==> config.mk <==
export PLATFORM = sky130hd
export DESIGN_NAME = mem_port_arbiter_flat
export DESIGN_NICKNAME = d
export VERILOG_FILES = /design/src/rtl/mem_port_arbiter_if.sv /design/src/rtl/mem_port_arbiter.sv /design/src/flat_wrapper.sv
export SDC_FILE = /design/constraint.sdc
export NUM_CORES = 1
export LEC_CHECK = 0
export CAP_MARGIN = 30
export CORE_ASPECT_RATIO = 2
export CORE_MARGIN = 10
export CORE_UTILIZATION = 45
export CTS_CLUSTER_SIZE = 16
export DETAILED_ROUTE_END_ITERATION = 10
export HOLD_SLACK_MARGIN = 0.12
export PLACE_DENSITY = 0.95
export SYNTH_ARGS = -nofsm -noshare
export SYNTH_HDL_FRONTEND = slang
export SYNTH_SLANG_ARGS = --single-unit
==> constraint.sdc <==
create_clock -name clk -period 3.3 [get_ports clk]
set_input_delay 0.66 -clock clk [delete_from_list [all_inputs] [get_ports clk]]
set_output_delay 0.66 -clock clk [all_outputs]
set_load 0.05 [all_outputs]
==> src/rtl/mem_port_arbiter_if.sv <==
`default_nettype none
// ============================================================================
// Module      : mem_port_arbiter_if
// Description : Single-ported memory bus between the arbiter and the memory.
// Revision    : 1.0 - initial release
// ============================================================================
interface mem_port_arbiter_if;
    logic        mem_req;
    logic        mem_we;
    logic [31:0] mem_addr;
    logic [31:0] mem_wdata;
    logic [31:0] mem_rdata;
    logic        mem_ack;

    modport master (
        output mem_req, mem_we, mem_addr, mem_wdata,
        input  mem_rdata, mem_ack
    );

    modport slave (
        input  mem_req, mem_we, mem_addr, mem_wdata,
        output mem_rdata, mem_ack
    );
endinterface
`default_nettype wire

==> src/rtl/mem_port_arbiter.sv <==
`default_nettype none
// ============================================================================
// Module      : mem_port_arbiter
// Description : Sequences fetch then data access on one memory port and
//               pulses data_ready_mem once per pipeline step.
// Revision    : 1.0 - initial release
// ============================================================================
module mem_port_arbiter #(
    parameter int TIMEOUT = 256
) (
    input  wire logic        clk,
    input  wire logic        rstn,
    input  wire logic        core_start,
    input  wire logic        core_end,
    input  wire logic [31:0] pc_if,
    input  wire logic        memread_mem,
    input  wire logic        memwrite_mem,
    input  wire logic [31:0] alu_result_mem,
    input  wire logic [31:0] write_data_memory_mem,
    mem_port_arbiter_if.master mem,
    output logic [31:0]      instruction_if,
    output logic [31:0]      data_from_memory_mem,
    output logic             data_ready_mem,
    output logic             err_timeout,
    output logic [31:0]      step_count
);

    localparam logic [15:0] c_tmo_last = 16'(TIMEOUT - 1);

    typedef enum logic [1:0] {
        S_IDLE  = 2'd0,
        S_FETCH = 2'd1,
        S_DATA  = 2'd2,
        S_STEP  = 2'd3
    } state_t;

    state_t      r_state;
    state_t      w_next;
    logic [15:0] r_tmo_cnt;
    logic [31:0] r_instruction;
    logic [31:0] r_data;
    logic [31:0] r_step_count;
    logic        r_err_timeout;

    logic        w_access;
    logic        w_timeout;
    logic        w_done;
    logic [31:0] w_rdata;
    logic        w_run;

    always_comb begin
        w_access = (r_state == S_FETCH) || (r_state == S_DATA);
        w_timeout = w_access && !mem.mem_ack && (r_tmo_cnt == c_tmo_last);
        w_done = w_access && (mem.mem_ack || w_timeout);
        // A timed-out access completes with zero data
        w_rdata = mem.mem_ack ? mem.mem_rdata : 32'd0;
        w_run = core_start && !core_end;
    end

    always_comb begin
        w_next        = r_state;
        mem.mem_req   = 1'b0;
        mem.mem_we    = 1'b0;
        mem.mem_addr  = 32'd0;
        mem.mem_wdata = 32'd0;
        case (r_state)
            S_IDLE: begin
                if (w_run) w_next = S_FETCH;
            end
            S_FETCH: begin
                mem.mem_req  = 1'b1;
                mem.mem_addr = pc_if;
                if (w_done) w_next = (memread_mem || memwrite_mem) ? S_DATA : S_STEP;
            end
            S_DATA: begin
                mem.mem_req   = 1'b1;
                mem.mem_we    = memwrite_mem;
                mem.mem_addr  = alu_result_mem;
                mem.mem_wdata = write_data_memory_mem;
                if (w_done) w_next = S_STEP;
            end
            S_STEP: begin
                w_next = w_run ? S_FETCH : S_IDLE;
            end
            default: w_next = S_IDLE;
        endcase
    end

    always_ff @(posedge clk) begin
        if (!rstn) begin
            r_state       <= S_IDLE;
            r_tmo_cnt     <= 16'd0;
            r_instruction <= 32'd0;
            r_data        <= 32'd0;
            r_step_count  <= 32'd0;
            r_err_timeout <= 1'b0;
        end else begin
            r_state <= w_next;
            // Counter is zero whenever an access phase is entered
            if (w_access && !w_done) r_tmo_cnt <= r_tmo_cnt + 16'd1;
            else                     r_tmo_cnt <= 16'd0;
            if (w_timeout) r_err_timeout <= 1'b1;
            if ((r_state == S_FETCH) && w_done) r_instruction <= w_rdata;
            if ((r_state == S_DATA) && w_done && !memwrite_mem) r_data <= w_rdata;
            if (r_state == S_STEP) r_step_count <= r_step_count + 32'd1;
        end
    end

    assign instruction_if       = r_instruction;
    assign data_from_memory_mem = r_data;
    assign data_ready_mem       = (r_state == S_STEP);
    assign err_timeout          = r_err_timeout;
    assign step_count           = r_step_count;

endmodule
`default_nettype wire

==> src/flat_wrapper.sv <==
// flat-port wrapper written by rule: the top's interface ports become plain ports
module mem_port_arbiter_flat 
#(
    parameter int TIMEOUT = 256
)
  (clk, rstn, core_start, core_end, pc_if, memread_mem, memwrite_mem, alu_result_mem, write_data_memory_mem, instruction_if, data_from_memory_mem, data_ready_mem, err_timeout, step_count, mem_mem_req, mem_mem_we, mem_mem_addr, mem_mem_wdata, mem_mem_rdata, mem_mem_ack);
  mem_port_arbiter_if mem_i ();
  input  wire logic clk;
  input  wire logic rstn;
  input  wire logic core_start;
  input  wire logic core_end;
  input  wire logic [31:0] pc_if;
  input  wire logic memread_mem;
  input  wire logic memwrite_mem;
  input  wire logic [31:0] alu_result_mem;
  input  wire logic [31:0] write_data_memory_mem;
  output logic [31:0] instruction_if;
  output logic [31:0] data_from_memory_mem;
  output logic data_ready_mem;
  output logic err_timeout;
  output logic [31:0] step_count;
  output wire logic [$bits(mem_i.mem_req)-1:0] mem_mem_req;
  output wire logic [$bits(mem_i.mem_we)-1:0] mem_mem_we;
  output wire logic [$bits(mem_i.mem_addr)-1:0] mem_mem_addr;
  output wire logic [$bits(mem_i.mem_wdata)-1:0] mem_mem_wdata;
  input wire logic [$bits(mem_i.mem_rdata)-1:0] mem_mem_rdata;
  input wire logic [$bits(mem_i.mem_ack)-1:0] mem_mem_ack;
  assign mem_mem_req = mem_i.mem_req;
  assign mem_mem_we = mem_i.mem_we;
  assign mem_mem_addr = mem_i.mem_addr;
  assign mem_mem_wdata = mem_i.mem_wdata;
  assign mem_i.mem_rdata = mem_mem_rdata;
  assign mem_i.mem_ack = mem_mem_ack;
  mem_port_arbiter #(.TIMEOUT(TIMEOUT)) u_core (.clk(clk), .rstn(rstn), .core_start(core_start), .core_end(core_end), .pc_if(pc_if), .memread_mem(memread_mem), .memwrite_mem(memwrite_mem), .alu_result_mem(alu_result_mem), .write_data_memory_mem(write_data_memory_mem), .mem(mem_i), .instruction_if(instruction_if), .data_from_memory_mem(data_from_memory_mem), .data_ready_mem(data_ready_mem), .err_timeout(err_timeout), .step_count(step_count));
endmodule
Yosys cells after proc, flatten, opt, wreduce, memory -nomap -nowiden. Cells that the tools add are included.

Add/subtract/negate cells: 2. Eq/ne operators: 7. Mux-type cells: 11. Reduce and logical (&&, ||, !) cells: 19.

Operators with widths (number): 32-bit two-way mux (2); 32-bit one-hot mux with 2 select lines (1); 32-bit by 1-bit adder with 32-bit output, second input constant (1); 16-bit by 1-bit adder with 16-bit output, second input constant (1); 16-bit by 8-bit equality test with 1-bit output, second input constant (1); 1-bit logical AND (8); 2-bit one-hot mux with 4 select lines (1); 2-bit two-way mux (3); 2-bit by 1-bit != test with 1-bit output, second input constant (3); 2-bit equality test, second input constant (2); 1-bit zero test (4); 1-bit two-way mux (4); 1-bit logical OR (3); 3-bit AND reduction (1); 2-bit by 1-bit equality test with 1-bit output, second input constant (1); 2-bit zero test (1); 2-bit AND reduction (1); 2-bit OR reduction (1).

Register bits after elaboration: 115. Output and inout port bits: 164.

Depth between registers and ports, before layout.
Depth after elaboration: 9. Mapped depth: 9. Gate-level depth less buffers: 6.

Worst setup path before layout. OpenSTA, ideal clock, no wires.

Kind: reg2out. Start: register u_core.r_state[0]. End: output mem_mem_addr[0]. Data arrival time: 2268 ps. Path slack: 372 ps. Cell stages (with the launch flop): 6. Path buffers: 2. Cell sequence: dfxtp_1 inv_1 ha_1 clkbuf_1 clkbuf_1 nor2b_1.

Cells in the longest elaborated chain, start to end: 2. Elaborated cells on any way between the ends: 3.

Ends and longest elaborated chain: from (decl) (line mem_port_arbiter.sv:37) `state_t r_state;`; from (signal assigned) (line mem_port_arbiter.sv:98) `r_state <= w_next;`; 2-bit equality test / 2-bit by 1-bit equality test with 1-bit output (equally long branches) (line mem_port_arbiter.sv:66) `case (r_state)`; 32-bit one-hot mux with 2 select lines * (line mem_port_arbiter.sv:66); to (decl) (line flat_wrapper.sv:24) `output wire logic [$bits(mem_i.mem_addr)-1:0] mem_mem_addr;`.

Mark *: on every way between the ends. The rest lies on a longest branch, timed or not.

Worst setup path in the final report.
Start: register u_core.r_state[0]. End: output mem_mem_wdata[1].

Cells in the longest elaborated chain, start to end: 2.

Ends and longest elaborated chain: 2-bit equality test (line mem_port_arbiter.sv:66); 32-bit two-way mux (line mem_port_arbiter.sv:66); to (decl) (line flat_wrapper.sv:25) `output wire logic [$bits(mem_i.mem_wdata)-1:0] mem_mem_wdata;`.

No other way between the ends.

==> impl_metrics.json <==
{
  "outcome": "completed",
  "p_total_mw": 5.61,
  "critPathMaxFanout": 44,
  "firstDrtPassIters": 5,
  "ys.flop_type": "dfxtp_1",
  "core.rowCount": 61,
  "yosysMostFrequentCell": "a21oi_1",
  "critical_path_required_ns": 2.64,
  "p_int_mw": 3.52,
  "ios": 299,
  "fmax_mhz": 338,
  "routed-via-count": 7145,
  "vias_per_cell": 5.45,
  "ys_seq_area_frac": 0.362,
  "cts_buffers": 17,
  "start_util": 0.457,
  "grt_use_total": 0.246,
  "crit_arrival_ns": 2.30,
  "clk_path_buf_depth": 2,
  "synth_cell_types": 42,
  "antenna_left": 0,
  "antenna_found_initial": 1,
  "swShare": 0.373,
  "yosysWarnings": 0,
  "cp_cell_sequence": "inv_1, ha_4, and2_1, clkdlybuf4s50_1",
  "syn2layout_area_growth_pct": 60.9,
  "grt_pass1_wl_um": 39300,
  "synth_nets": 996,
  "layout-drive-gt1-share": 0.0945,
  "postCtsHoldBufs": 0,
  "power_frac_clock": 0.349,
  "crit_buf_inv": 2,
  "synth_edf_count": 0,
  "cp_slowest_cell": "clkdlybuf4s50_1",
  "routabilityCongestion": 0.862,
  "synth_area_per_cell_um2": 7.44,
  "worstHoldEndpoint": "u_core.err_timeout",
  "grt_max_degree": 67,
  "clk_pin_slew_ns": 0.06,
  "fin_tns_setup_ns": 0,
  "power_density_nw_per_um2": 549,
  "cap_violations": 0,
  "worstSetupEndpointType": "output port",
  "crit_type": "reg -> out",
  "r2r.worst_path.cells": 7,
  "p_seq_frac": 0.269,
  "finalSetupViolCount": 0,
  "wire_per_inst_um": 19.2,
  "ff2ff_setup_slack_ns": 0.75,
  "cts.htree.levels": 4,
  "synth_common_cells": "a21oi_1, dfxtp_1, nor2_1, nor2b_1, o21ai_0",
  "die_x_um": 104,
  "slew_headroom": 0.392,
  "p_leak_nw": 3.51,
  "die_y_um": 188,
  "rsz0062_at_grt": "no",
  "cts_tree": "done",
  "r2r_start": "u_core.r_state[0]",
  "portBuffers": 298,
  "die-area_um2": 19600,
  "r2r_end": "u_core.r_tmo_cnt[11]",
  "layout_min_cycle_time_ns": 2.96,
  "post-cts-setup-buffers": 0,
  "hold_viol": 0,
  "finalWirelength_um": 25200,
  "switchingPower_mw": 2.09,
  "irDropWorstVdd_mv": 0.407,
  "yosys.area.top_type": "dfxtp_1",
  "synth_top_area_share": 0.362,
  "min_period_over_period": 0.897,
  "drc": 0,
  "async_reset_ff_frac": 0,
  "grt_pass1_vias": 7139,
  "hold_start": "u_core.err_timeout",
  "synth-seq-cells": 115,
  "max_stage_delay_ns": 0.81,
  "hold_depth": 1,
  "worst_pin_slew_ns": 0.912,
  "nets": 1251,
  "drtIter0Drc": 400,
  "gr-total-overflow": 0,
  "pwr-share-comb": 0.382,
  "clk_latency_ns": 0.41,
  "synthesis.area_um2": 6350,
  "fin_skew_ns": 0.00988,
  "worst_setup_path_start_kind": "flip-flop",
  "path_delay_family": "buffers and inverters",
  "slew_viol_final": 0,
  "hold_path.class": "reg -> reg",
  "synthTopCellsByArea": "dfxtp_1, a21oi_1, nor2b_1, nor2_1, o21ai_0",
  "dpl.hpwl_um": 18800,
  "cts-root-buf": "clkbuf_16",
  "clock-sinks": 115,
  "core_area_um2": 13900,
  "synth_cells": 854
}
[per-layer routing]
metal	routed length, µm	track usage
met1	9030	0.243
met5	0	0
met4	1060	0.125
met3	1550	0.0601
met2	13500	0.458
[how the worst max path moves through the flow]
stage / start / end / depth (start not counted)
after global routing: u_core.r_state[0] / mem_mem_wdata[3] / 4
after global placement: memwrite_mem / mem_mem_we / 3
after floorplan: u_core.r_state[0] / mem_mem_addr[0] / 5
after detailed placement: u_core.r_state[0] / mem_mem_wdata[1] / 4
after CTS: u_core.r_state[0] / mem_mem_wdata[1] / 4
final: u_core.r_state[0] / mem_mem_wdata[1] / 4
[per-stage QoR]
stage	hold WS [ns]	instances	cell area (µm²)	util	setup slack [ns]
after floorplan	0.438	854	6350	-	0.372
after global placement	0.446	1279	9580	0.690	0.576
after detailed placement	0.457	1279	9580	0.690	0.520
after CTS	0.474	1311	10200	0.735	0.0843
after global routing	0.496	1312	10200	0.736	0.201
final	0.467	1312	10200	0.736	0.339
[registers in the layout, summed over array words and instances (netlist names)]
register                     cells
u_core.data_from_memory_mem     32
u_core.err_timeout               1
u_core.instruction_if           32
u_core.r_state                   2
u_core.r_tmo_cnt                16
u_core.step_count               32
[logic make-up (layout without fill, tap and decap cells)]
| group | Yosys count | in the layout | synth area share |
|---|---|---|---|
| compound gates | 262 | 262 | 0.228 |
| xor+xnor | 26 | 26 | 0.0359 |
| fa+ha+maj | 7 | 7 | 0.0138 |
| buf+inv | 84 | 352 | 0.0532 |
| flops | 115 | 115 | 0.362 |
| mux | 7 | 7 | 0.0110 |
| other cells | 0 | 1 | 0 |
| simple gates | 353 | 353 | 0.295 |
[power groups by stage]
stage                     logic, mW  clock network (mW)  registers, mW
after global placement         2.12                   0           1.53
after detailed placement       2.15                   0           1.54
after floorplan                1.15                   0           1.72
final                          2.14                1.96           1.51
after CTS                      2.15                1.99           1.51
after global routing           2.27                2.04           1.52
[cell type report]
type,count,area (µm²)
clock inverter,14,190
antenna,1,2.50
fill,1016,3670
multi-input combinational,655,3730
inverter,10,37.5
sequential,115,2300
timing repair buffer,310,3280
tap,189,236
clock buffer,18,439
[layout by cell type, fill, tap and decap left out, types with 3 or more instances in the layout]
cell type        netlist  layout
a21oi_1              144     144
a22oi_1               32      32
and2_1                34      34
and3_1                 3       3
and4_1                 7       7
buf_12                 0      27
buf_4                  1      35
bufinv_16              0       3
clkbuf_16              0      17
clkdlybuf4s50_1        0     247
clkinvlp_4             0       3
dfxtp_1              115     115
ha_1                   7       6
inv_1                 10       9
inv_6                  0       5
inv_8                  0       3
mux2i_1                7       7
nand2_1               53      52
nand2b_1               4       4
nand3_1               13      12
nand3_2                2       3
nand4_1                9       9
nor2_1                99      99
nor2b_1               96      96
nor4_1                 9       9
o21ai_0               68      68
o31ai_1               10      10
or3_1                  4       4
or4_1                 10      10
xnor2_1               13      13
xor2_1                13      13
[worst reg2reg max path: stages, from the launching register on]
cell and delay, ns:
dfxtp_1 0.39, inv_1 0.13, ha_1 0.47, nor4b_1 0.43, nand3_2 0.10, buf_4 0.34, o21ai_4 0.46, nor2_1 0.11
[what timing repair did]
action / 4_1_cts / 5_1_grt
endpoints found under the setup margin: 0 / 18
resized for setup: 0 / 1
hold endpoints to repair: 0 / 0
Note: power is estimated with default switching activity, not from simulation.
